`config.mk`:
```
export PLATFORM = sky130hd
export DESIGN_NAME = stopwatch_core
export DESIGN_NICKNAME = d
export VERILOG_FILES = /design/src/rtl/stopwatch_core.sv
export SDC_FILE = /design/constraint.sdc
export NUM_CORES = 1
export LEC_CHECK = 0
export CAP_MARGIN = 20
export CORE_UTILIZATION = 30
export DETAILED_ROUTE_END_ITERATION = 8
export GPL_TIMING_DRIVEN = 1
export PLACE_DENSITY = 0.49
export SLEW_MARGIN = 20
export SYNTH_ARGS = -nofsm -noshare
export SYNTH_HDL_FRONTEND = slang
export SYNTH_SLANG_ARGS = --single-unit
export TNS_END_PERCENT = 50
```
`constraint.sdc`:
```
create_clock -name clk -period 2.3 [get_ports clk]
set_input_delay 0.46 -clock clk [delete_from_list [all_inputs] [get_ports clk]]
set_output_delay 0.46 -clock clk [all_outputs]
set_load 0.02 [all_outputs]
```
`src/rtl/stopwatch_core.sv`:
```
// MM:SS BCD counting engine with run/pause, clear and per-field adjust.
// Button inputs are synchronized here; ticks arrive already in the clk domain.
module stopwatch_core (
    input  logic       clk,
    input  logic       rst,
    input  logic       tick_1hz,
    input  logic       tick_2hz,
    input  logic       pause,
    input  logic       clear,
    input  logic       adj,
    input  logic       sel,
    output logic [4:0] min_l,
    output logic [4:0] min_r,
    output logic [4:0] sec_l,
    output logic [4:0] sec_r,
    output logic       running
);

    typedef enum logic [1:0] {
        ST_RUN    = 2'd0,
        ST_PAUSED = 2'd1,
        ST_ADJUST = 2'd2
    } state_t;

    // Lane order: 0 = pause, 1 = clear, 2 = adj, 3 = sel
    logic [3:0] btn_raw;
    logic [3:0] sync1_q, sync2_q;
    logic [1:0] edge_q;
    logic       pause_p, clear_p, adj_s, sel_s;

    state_t     state_q, state_d;
    logic       resume_paused_q, resume_paused_d;
    logic       running_q, running_d;
    logic [4:0] min_l_q, min_r_q, sec_l_q, sec_r_q;
    logic [4:0] min_l_d, min_r_d, sec_l_d, sec_r_d;

    assign btn_raw = {sel, adj, clear, pause};

    always_ff @(posedge clk or posedge rst) begin
        if (rst) begin
            sync1_q <= '0;
            sync2_q <= '0;
            edge_q  <= '0;
        end else begin
            sync1_q <= btn_raw;
            sync2_q <= sync1_q;
            edge_q  <= sync2_q[1:0];
        end
    end

    assign pause_p = sync2_q[0] & ~edge_q[0];
    assign clear_p = sync2_q[1] & ~edge_q[1];
    assign adj_s   = sync2_q[2];
    assign sel_s   = sync2_q[3];

    // Two-digit BCD increment that wraps 59 -> 00.
    function automatic logic [9:0] pair_inc(input logic [4:0] tens, input logic [4:0] units);
        logic [9:0] r;
        if (units == 5'd9) begin
            if (tens == 5'd5) r = {5'd0, 5'd0};
            else              r = {tens + 5'd1, 5'd0};
        end else begin
            r = {tens, units + 5'd1};
        end
        return r;
    endfunction

    function automatic logic pair_max(input logic [4:0] tens, input logic [4:0] units);
        return (tens == 5'd5) && (units == 5'd9);
    endfunction

    // Digit next-state: clear beats any tick; increment uses the pre-transition state.
    always_comb begin
        min_l_d = min_l_q;
        min_r_d = min_r_q;
        sec_l_d = sec_l_q;
        sec_r_d = sec_r_q;
        if (clear_p) begin
            min_l_d = 5'd0;
            min_r_d = 5'd0;
            sec_l_d = 5'd0;
            sec_r_d = 5'd0;
        end else if (state_q == ST_RUN && tick_1hz) begin
            {sec_l_d, sec_r_d} = pair_inc(sec_l_q, sec_r_q);
            if (pair_max(sec_l_q, sec_r_q)) begin
                {min_l_d, min_r_d} = pair_inc(min_l_q, min_r_q);
            end
        end else if (state_q == ST_ADJUST && tick_2hz) begin
            if (sel_s) {sec_l_d, sec_r_d} = pair_inc(sec_l_q, sec_r_q);
            else       {min_l_d, min_r_d} = pair_inc(min_l_q, min_r_q);
        end
    end

    // Entering ADJUST takes precedence over a pause pulse in the same cycle.
    always_comb begin
        state_d         = state_q;
        resume_paused_d = resume_paused_q;
        case (state_q)
            ST_RUN: begin
                if (adj_s) begin
                    resume_paused_d = 1'b0;
                    state_d         = ST_ADJUST;
                end else if (pause_p) begin
                    state_d = ST_PAUSED;
                end
            end
            ST_PAUSED: begin
                if (adj_s) begin
                    resume_paused_d = 1'b1;
                    state_d         = ST_ADJUST;
                end else if (pause_p) begin
                    state_d = ST_RUN;
                end
            end
            ST_ADJUST: begin
                if (!adj_s) state_d = resume_paused_q ? ST_PAUSED : ST_RUN;
            end
            default: state_d = ST_RUN;
        endcase
        running_d = (state_d == ST_RUN);
    end

    always_ff @(posedge clk or posedge rst) begin
        if (rst) begin
            state_q         <= ST_RUN;
            resume_paused_q <= 1'b0;
            running_q       <= 1'b1;
            min_l_q         <= 5'd0;
            min_r_q         <= 5'd0;
            sec_l_q         <= 5'd0;
            sec_r_q         <= 5'd0;
        end else begin
            state_q         <= state_d;
            resume_paused_q <= resume_paused_d;
            running_q       <= running_d;
            min_l_q         <= min_l_d;
            min_r_q         <= min_r_d;
            sec_l_q         <= sec_l_d;
            sec_r_q         <= sec_r_d;
        end
    end

    assign min_l   = min_l_q;
    assign min_r   = min_r_q;
    assign sec_l   = sec_l_q;
    assign sec_r   = sec_r_q;
    assign running = running_q;

endmodule

```
# Word level (Yosys, flattened, before mapping)
# Cells that the tools add are included.
# totals
latchBits,0
in_bits,8
mem_bits_ro,0
register_bits,34
out_inout_bits,21
mem_count,0
ramBits,0
elab_cells,71
# classes
n_div,0
mul,0
eq_ne,10
n_shift,0
muxes,32
reduce_logical,11
order_cmp,0
n_bitwise,4
add_sub_neg,4
# op_table
op,count
2-to-1 mux 5 bit,18
2-to-1 mux 10 bit,4
adder 5 x 1 -> 5 bit (second input constant),4
equality test 5 x 3 -> 1 bit (second input constant),2
equality test 5 x 4 -> 1 bit (second input constant),2
2-to-1 mux 2 bit,5
one-hot mux 2 bit (3 select lines),1
AND reduction 3 bit,2
nonzero test 3 bit,2
zero test 2 bit,2
inequality test 2 bit (second input constant),2
logical AND 1 bit,3
2-to-1 mux 1 bit,3
inequality test 3 x 1 -> 1 bit (second input constant),1
inequality test 3 x 2 -> 1 bit (second input constant),1
AND 1 bit,2
equality test 2 x 1 -> 1 bit (second input constant),1
equality test 2 bit (second input constant),1
NOT 1 bit,2
one-hot mux 1 bit (2 select lines),1
AND reduction 2 bit,1
nonzero test 2 bit,1

# Longest topological paths before layout
# Gate-level depths: netlist of run 1.
# depth
ltp_word,7
ltp_mapped,7
mapped_depth_nobuf,6

# Worst setup path after synthesis of run 1
# No wires, ideal clock.
# synth_timing
path_kind,reg-to-reg
startpoint,"reg sec_r_q[0], in the netlist sec_r[0]"
endpoint,"reg min_r_q[0], in the netlist min_r[0]"
path_stages_with_launch,6
setup_time_ps,128
n_path_buf,0
synth_period_minus_slack_ps,1972
path_slack_ps,328
required_time_ps,2172
arrival_ps,1844
cell_sequence,dfrtp_1 -> ha_1 -> nand4bb_4 -> or4_4 -> nand3_4 -> mux2_1
# synth_via
elab_chain_cells,4
# synth_lines
element,line_no,source
"start, declared",34,"logic [4:0] min_l_q, min_r_q, sec_l_q, sec_r_q;"
"start signal, assigned",139,sec_r_q <= sec_r_d;
equality test 5 x 4 -> 1 bit,69,return (tens == 5'd5) && (units == 5'd9);
logical AND 1 bit,69,
inequality test 3 x 2 -> 1 bit (no line),n/a,
AND reduction 3 bit (no line),n/a,
"end signal, assigned",137,min_r_q <= min_r_d;
"end, declared",34,
# Every way passes these cells.
# A chain may end at the register's enable or synchronous reset.

# Worst setup path in the final report of run 1
# layout_timing
startpoint,"reg sec_r_q[1], in the netlist sec_r[1]"
endpoint,"reg min_r_q[0], in the netlist min_r[0]"
# The elaborated chain is that of the path after synthesis.

==> impl_metrics.env, run 1 <==
export IMPL_track_usage_pct=12.8
export IMPL_finClkSkew_ns=0.00490
export IMPL_yosys_area_top_type="dfrtp_1"
export IMPL_drt_iter0_markers=41
export IMPL_period_needed_ns=1.95
export IMPL_drc=0
export IMPL_synth_top_area_share_pct=47.8
export IMPL_met1Wirelength_mm=1.65
export IMPL_io_pins=29
export IMPL_fin_nets=207
export IMPL_multi_input_area_um2=837
export IMPL_placedCellCount=256
export IMPL_clkSinkCount=34
export IMPL_syn_area_mm2=0.00173
export IMPL_dr_pass1_iters=4
export IMPL_cpPeakStageDelay_ns=0.53
export IMPL_portBuffers=28
export IMPL_insertion_delay_ns=0.29
export IMPL_placed_area_mm2=0.00214
export IMPL_die_w_um=77.9
export IMPL_maxSlewHeadroom_pct=70.6
export IMPL_dp_slack_ns=0.104
export IMPL_p_sw_share_pct=29.5
export IMPL_regArea_um2=852
export IMPL_cts_root_buf="clkbuf_8"
export IMPL_switching_power_uw=489
export IMPL_p_leak_nw=0.963
export IMPL_yosys_top_cells_area="dfrtp_1 (48%), ha_1 (5.8%), nor2_1 (3.9%)"
export IMPL_dieArea_mm2=0.00607
export IMPL_cap_viol_max_count=0
export IMPL_tritoncts="done"
export IMPL_power_density_mw_per_mm2=735
export IMPL_cp_arrival_ns=2.12
export IMPL_clkSlewWorstSetupHoldPaths_ns=0.08
export IMPL_syn2layout_area_growth_pct=30.6
export IMPL_synth_seq_cells=34
export IMPL_clock_fmax_ghz=0.512
export IMPL_drive_above_1_share_pct=15.1
export IMPL_viasPerCell=4.91
export IMPL_combPwrFrac_pct=22.4
export IMPL_core_area_mm2=0.00554
export IMPL_via_count=1297
export IMPL_required_ns=2.47
export IMPL_htree_levels=2
export IMPL_syn_inst=152
export IMPL_cts_buffer_depth=2
export IMPL_p_clk_share_pct=33.4
export IMPL_synth_area_per_cell_um2=11.4
export IMPL_fin_cells=264
export IMPL_place_gp_congestion=0.793
export IMPL_synth_seq_area_share_pct=49.3
export IMPL_topRoutingLayerUsed="met4"
export IMPL_path_class="reg2reg"
export IMPL_intPower_mw=1.17
export IMPL_p_seq_share_pct=44.3
export IMPL_final_common_cell="dfrtp_1"
export IMPL_timing_hold_ws_ns=0.352
export IMPL_tns_ns=0
export IMPL_grt_max_degree=35
export IMPL_cts_setup_buffers=0
export IMPL_tightest_slew_ns=0.441
export IMPL_wl_met3_um=165
export IMPL_antenna_found_initial=0
export IMPL_wl_met2_mm=1.67
export IMPL_report_final_setup_viol=0
export IMPL_ant_nets=0
export IMPL_cp_start_kind="flip-flop"
export IMPL_period_share_pct=84.9
export IMPL_final_hold_viol_count=0
export IMPL_cp_end_kind="flip-flop"
export IMPL_ys_types=48
export IMPL_crit_buf_inv=1
export IMPL_ctsHoldBuffers=0
export IMPL_grt_pass1_wl_mm=6.15
export IMPL_yosysWarnings=0
export IMPL_grt_pass1_vias=1299
export IMPL_final_fill_count=554
export IMPL_status="complete, no violations"
export IMPL_design_area_mm2=0.00226
export IMPL_die_h_um=77.9
export IMPL_slew_viol_final=0
export IMPL_synthesis_nets=168
export IMPL_rsz0062_at_grt="false"
export IMPL_cts_buffers=5
export IMPL_hold_path_class="reg2reg"
export IMPL_vdd_drop_max_uv=245
export IMPL_path_cells="inv_1, ha_1, nand4bb_4, or4_4, nand3_4, mux2_1"
export IMPL_mostFrequentLayoutCells="dfrtp_1 (33), clkdlybuf4s50_1 (28), nor2_1 (18)"
export IMPL_start_util_pct=31.2
export IMPL_grt_overflow=0
export IMPL_cp_top_family="simple AND/OR/NAND/NOR gates"
export IMPL_antenna_cells=0
export IMPL_dp_hpwl_mm=2.55
export IMPL_post_cts_resized=0
export IMPL_critPathMaxFanout=5
export IMPL_wl_per_cell_um=13.4
export IMPL_totalWireLength_mm=3.55
export IMPL_cp_slowest_cell="or4_4"
export IMPL_row_count=27
export IMPL_fin_ws_ns=0.347
## final timing paths
kind / from / to / slack [ns] / cells after the start
setup / recovery: sec_r[1]$_DFFE_PP0P_ / min_r[0]$_DFFE_PP0P_ / 0.35 / 6
min in group asynchronous: rst / sync1_q[1]$_DFF_PP0_ / 0.57 / 3
setup reg to reg: sec_r[1]$_DFFE_PP0P_ / min_r[0]$_DFFE_PP0P_ / 0.35 / 6
max in group asynchronous: rst / running$_DFF_PP1_ / 1.39 / 3
hold reg to reg: sync1_q[0]$_DFF_PP0_ / sync2_q[0]$_DFF_PP0_ / 0.35 / 0
hold / removal: sync1_q[0]$_DFF_PP0_ / sync2_q[0]$_DFF_PP0_ / 0.35 / 0
## power by group through the flow
stage / logic, mW / clock network, mW / registers [mW]
finish: 0.371 / 0.553 / 0.735
global route: 0.408 / 0.598 / 0.750
CTS: 0.376 / 0.573 / 0.735
detailed placement: 0.371 / 0 / 0.747
global placement: 0.367 / 0 / 0.746
floorplan: 0.168 / 0 / 0.785
## sequential cells by signal (all words and copies together), names as in the netlist
signal	count
min_l	5
min_r	5
sec_l	5
sec_r	5
sync1_q	4
sync2_q	4
edge_q	2
state_q	2
resume_paused_q	1
running	1
## cells in the mapped netlist (all sizes together)
master   instances
a22o             2
clkbuf           3
nand4            1
a31o             1
or2              2
o41ai            1
dfrtp           33
nor2            18
nand3           12
nor3b            1
ha               8
a32o             1
a41o             1
nand3b           1
o22a             1
a21boi           1
nand4bb          4
xnor2            3
a21oi            5
a211oi           3
dfstp            1
mux2i            3
buf              1
nor4bb           1
or4              1
or3b             1
nand2b           4
mux2             6
o2bb2ai          1
and4bb           1
inv              6
a21o             2
nand2            7
o31ai            2
a221o            2
o21ai            1
nor3             4
and3             2
o22ai            2
nor2b            2
## metrics by stage
| stage | utilization, % | power, mW |
|---|---|---|
| global route | 40.7 | 1.76 |
| global placement | 38.7 | 1.11 |
| detailed placement | 38.7 | 1.12 |
| CTS | 40.7 | 1.68 |
| finish | 40.7 | 1.66 |
| floorplan | - | 0.953 |
## per-layer routing
layer | up-vias | track usage [%]
met4 | 0 | 5.00
li1 | 628 | -
met1 | 622 | 15.9
met3 | 10 | 3.65
met2 | 37 | 21.1
met5 | - | 0
## worst register-to-register path, cell delays in order (launching register included)
cell and delay [ns]:
dfrtp_1 0.42, inv_1 0.07, ha_1 0.20, nand4bb_4 0.16, or4_4 0.53, nand3_4 0.11, mux2_1 0.34
## kinds of logic (layout without fill, tap and decap cells)
family                   count (synthesis)  count (layout)  share of synthesized area [%]
AND/OR/NAND/NOR                         62              62                           22.4
flip-flops                              34              34                           49.3
AO/OA/AOI/OAI                           26              26                           13.1
buffers and inverters                   10              50                           2.24
multiplexers                             9               9                           5.65
adder cells (fa/ha/maj)                  8               8                           5.79
XOR/XNOR                                 3               3                           1.52
## layout make-up
| class | count | share of cell area, % |
|---|---|---|
| clock buffers | 5 | 3.05 |
| clock inverters | 3 | 2.00 |
| repair buffers | 36 | 15.1 |
| inverters | 6 | 0.998 |
| flip-flops and latches | 34 | 37.8 |
| multi-input cells | 108 | 37.1 |
| well taps | 72 | 3.99 |
(Power assumes the default switching activity.)
==> run 2: changes to the inputs <==
Clock period 2.3 ns to 1.95 ns, I/O delays scaled along.
==> impl_metrics.env, run 2 (synthesis results as in run 1) <==
export IMPL_grt_busiest_layer="met2"
export IMPL_ant_nets=0
export IMPL_final_fill_count=542
export IMPL_combPwrFrac_pct=25.6
export IMPL_r2r_start="sec_r[1]$_DFFE_PP0P_"
export IMPL_final_common_cell="dfrtp_1"
export IMPL_cp_startpoint="sec_r[1]$_DFFE_PP0P_"
export IMPL_critPathMaxFanout=3
export IMPL_path_class="reg2reg"
export IMPL_dp_hpwl_mm=2.66
export IMPL_insertion_delay_ns=0.28
export IMPL_drive_above_1_share_pct=22.4
export IMPL_p_sw_share_pct=27.1
export IMPL_totalWireLength_mm=3.56
export IMPL_grt_max_degree=35
export IMPL_met1_usage_pct=15.1
export IMPL_cp_top_family="simple AND/OR/NAND/NOR gates"
export IMPL_die_h_um=77.9
export IMPL_regArea_um2=855
export IMPL_mostFrequentLayoutCells="dfrtp_1 (31), clkdlybuf4s50_1 (28), buf_4 (21)"
export IMPL_tightest_slew_ns=0.429
export IMPL_track_usage_pct=13.1
export IMPL_required_ns=2.11
export IMPL_row_count=27
export IMPL_use_met3_pct=3.65
export IMPL_min_delay_start="sync1_q[1]$_DFF_PP0_"
export IMPL_placed_area_mm2=0.00223
export IMPL_io_pins=29
export IMPL_p_leak_nw=1.04
export IMPL_clkSlewWorstSetupHoldPaths_ns=0.07
export IMPL_syn2layout_area_growth_pct=38.5
export IMPL_crit_buf_inv=1
export IMPL_timing_rr_end="min_r[1]$_DFFE_PP0P_"
export IMPL_tritoncts="done"
export IMPL_clkSinkCount=34
export IMPL_report_final_setup_viol=0
export IMPL_switching_power_uw=585
export IMPL_antenna_found_initial=0
export IMPL_antenna_cells=0
export IMPL_vdd_drop_max_uv=413
export IMPL_drt_iter0_markers=34
export IMPL_grt_pass1_vias=1353
export IMPL_cap_viol_max_count=0
export IMPL_die_w_um=77.9
export IMPL_fin_nets=220
export IMPL_multi_input_area_um2=850
export IMPL_fin_ws_ns=0.0933
export IMPL_power_density_mw_per_mm2=904
export IMPL_r2r_setup_slack_ns=0.09
export IMPL_cts_buffers=5
export IMPL_clock_fmax_ghz=0.539
export IMPL_start_util_pct=31.2
export IMPL_design_area_mm2=0.00239
export IMPL_cts_buffer_depth=2
export IMPL_crit_cells=6
export IMPL_period_needed_ns=1.86
export IMPL_cpPeakStageDelay_ns=0.56
export IMPL_dp_slack_ns=-0.141
export IMPL_status="complete, no violations"
export IMPL_htree_levels=2
export IMPL_grt_overflow=0
export IMPL_final_hold_viol_count=0
export IMPL_ctsHoldBuffers=0
export IMPL_portBuffers=28
export IMPL_wl_per_cell_um=12.9
export IMPL_period_share_pct=95.2
export IMPL_hold_path_class="reg2reg"
export IMPL_cp_end_kind="flip-flop"
export IMPL_grt_pass1_wl_mm=6.15
export IMPL_p_seq_share_pct=38.9
export IMPL_worstRegToRegCells=6
export IMPL_cp_start_kind="flip-flop"
export IMPL_place_gp_congestion=0.790
export IMPL_maxSlewHeadroom_pct=71.4
export IMPL_cts_root_buf="clkbuf_8"
export IMPL_slew_viol_final=0
export IMPL_finClkSkew_ns=0.00632
export IMPL_path_cells="inv_2, ha_4, nand4bb_4, or4_4, nand3_4, mux2_1"
export IMPL_dr_pass1_iters=4
export IMPL_rsz0062_at_grt="false"
export IMPL_min_path_cells=0
export IMPL_viasPerCell=4.79
export IMPL_p_clk_share_pct=35.5
export IMPL_intPower_mw=1.58
export IMPL_via_count=1326
export IMPL_cp_arrival_ns=2.02
export IMPL_drc=0
export IMPL_grtUsageMet2_pct=22.6
export IMPL_dieArea_mm2=0.00607
export IMPL_endpoint="min_r[1]$_DFFE_PP0P_"
export IMPL_cp_slowest_cell="or4_4"
export IMPL_core_area_mm2=0.00554
## run 2: worst min-delay path by stage
| stage | endpoint | slack [ns] |
|---|---|---|
| floorplan | sync2_q[0]$_DFF_PP0_ | 0.33 |
| global route | sync2_q[3]$_DFF_PP0_ | 0.37 |
| CTS | sync2_q[1]$_DFF_PP0_ | 0.35 |
| detailed placement | sync2_q[3]$_DFF_PP0_ | 0.34 |
| finish | sync2_q[1]$_DFF_PP0_ | 0.35 |
| global placement | sync2_q[2]$_DFF_PP0_ | 0.33 |
## run 2: metrics by stage
| step | cells | total power, mW | hold WS [ns] | setup TNS, ns | util [%] |
|---|---|---|---|---|---|
| after floorplan | 152 | 1.13 | 0.331 | 0 | - |
| after global placement | 268 | 1.38 | 0.333 | -0.430 | 40.3 |
| after detailed placement | 268 | 1.39 | 0.336 | -0.668 | 40.3 |
| after CTS | 276 | 2.18 | 0.353 | 0 | 42.8 |
| after global routing | 277 | 2.29 | 0.369 | 0 | 43.2 |
| final | 277 | 2.16 | 0.350 | 0 | 43.2 |
## run 2: area by class of cell
type | count | area share (%)
inverters | 6 | 0.941
clock buffers | 5 | 2.88
flip-flops and latches | 34 | 35.7
repair buffers | 49 | 18.3
clock inverters | 3 | 2.88
well taps | 72 | 3.77
multi-input cells | 108 | 35.5
## run 2: power by group through the flow
stage	registers, mW	logic, mW	clock network [mW]
2_1_floorplan	0.929	0.198	0
3_3_place_gp	0.844	0.534	0
3_5_place_dp	0.847	0.543	0
4_1_cts	0.836	0.544	0.796
5_1_grt	0.853	0.603	0.833
6_report	0.840	0.553	0.768
## run 2: timing repair
| item | CTS | global route |
|---|---|---|
| setup endpoints to repair | 0 | 2 |
| setup buffers | 0 | 1 |
| resized for setup | 0 | 3 |
## run 2: worst register-to-register path, cell delays in order (launching register included)
cell       delay [ns]
dfrtp_2          0.41
inv_2            0.06
ha_4             0.13
nand4bb_4        0.14
or4_4            0.56
nand3_4          0.11
mux2_1           0.32
## run 2: routing by layer
layer	part of all wire, %	vias to the layer above	routed length (um)
met4	2.1	0	76
li1	-	656	-
met3	3.7	8	131
met5	0	-	0
met2	48	27	1720
met1	46	635	1630
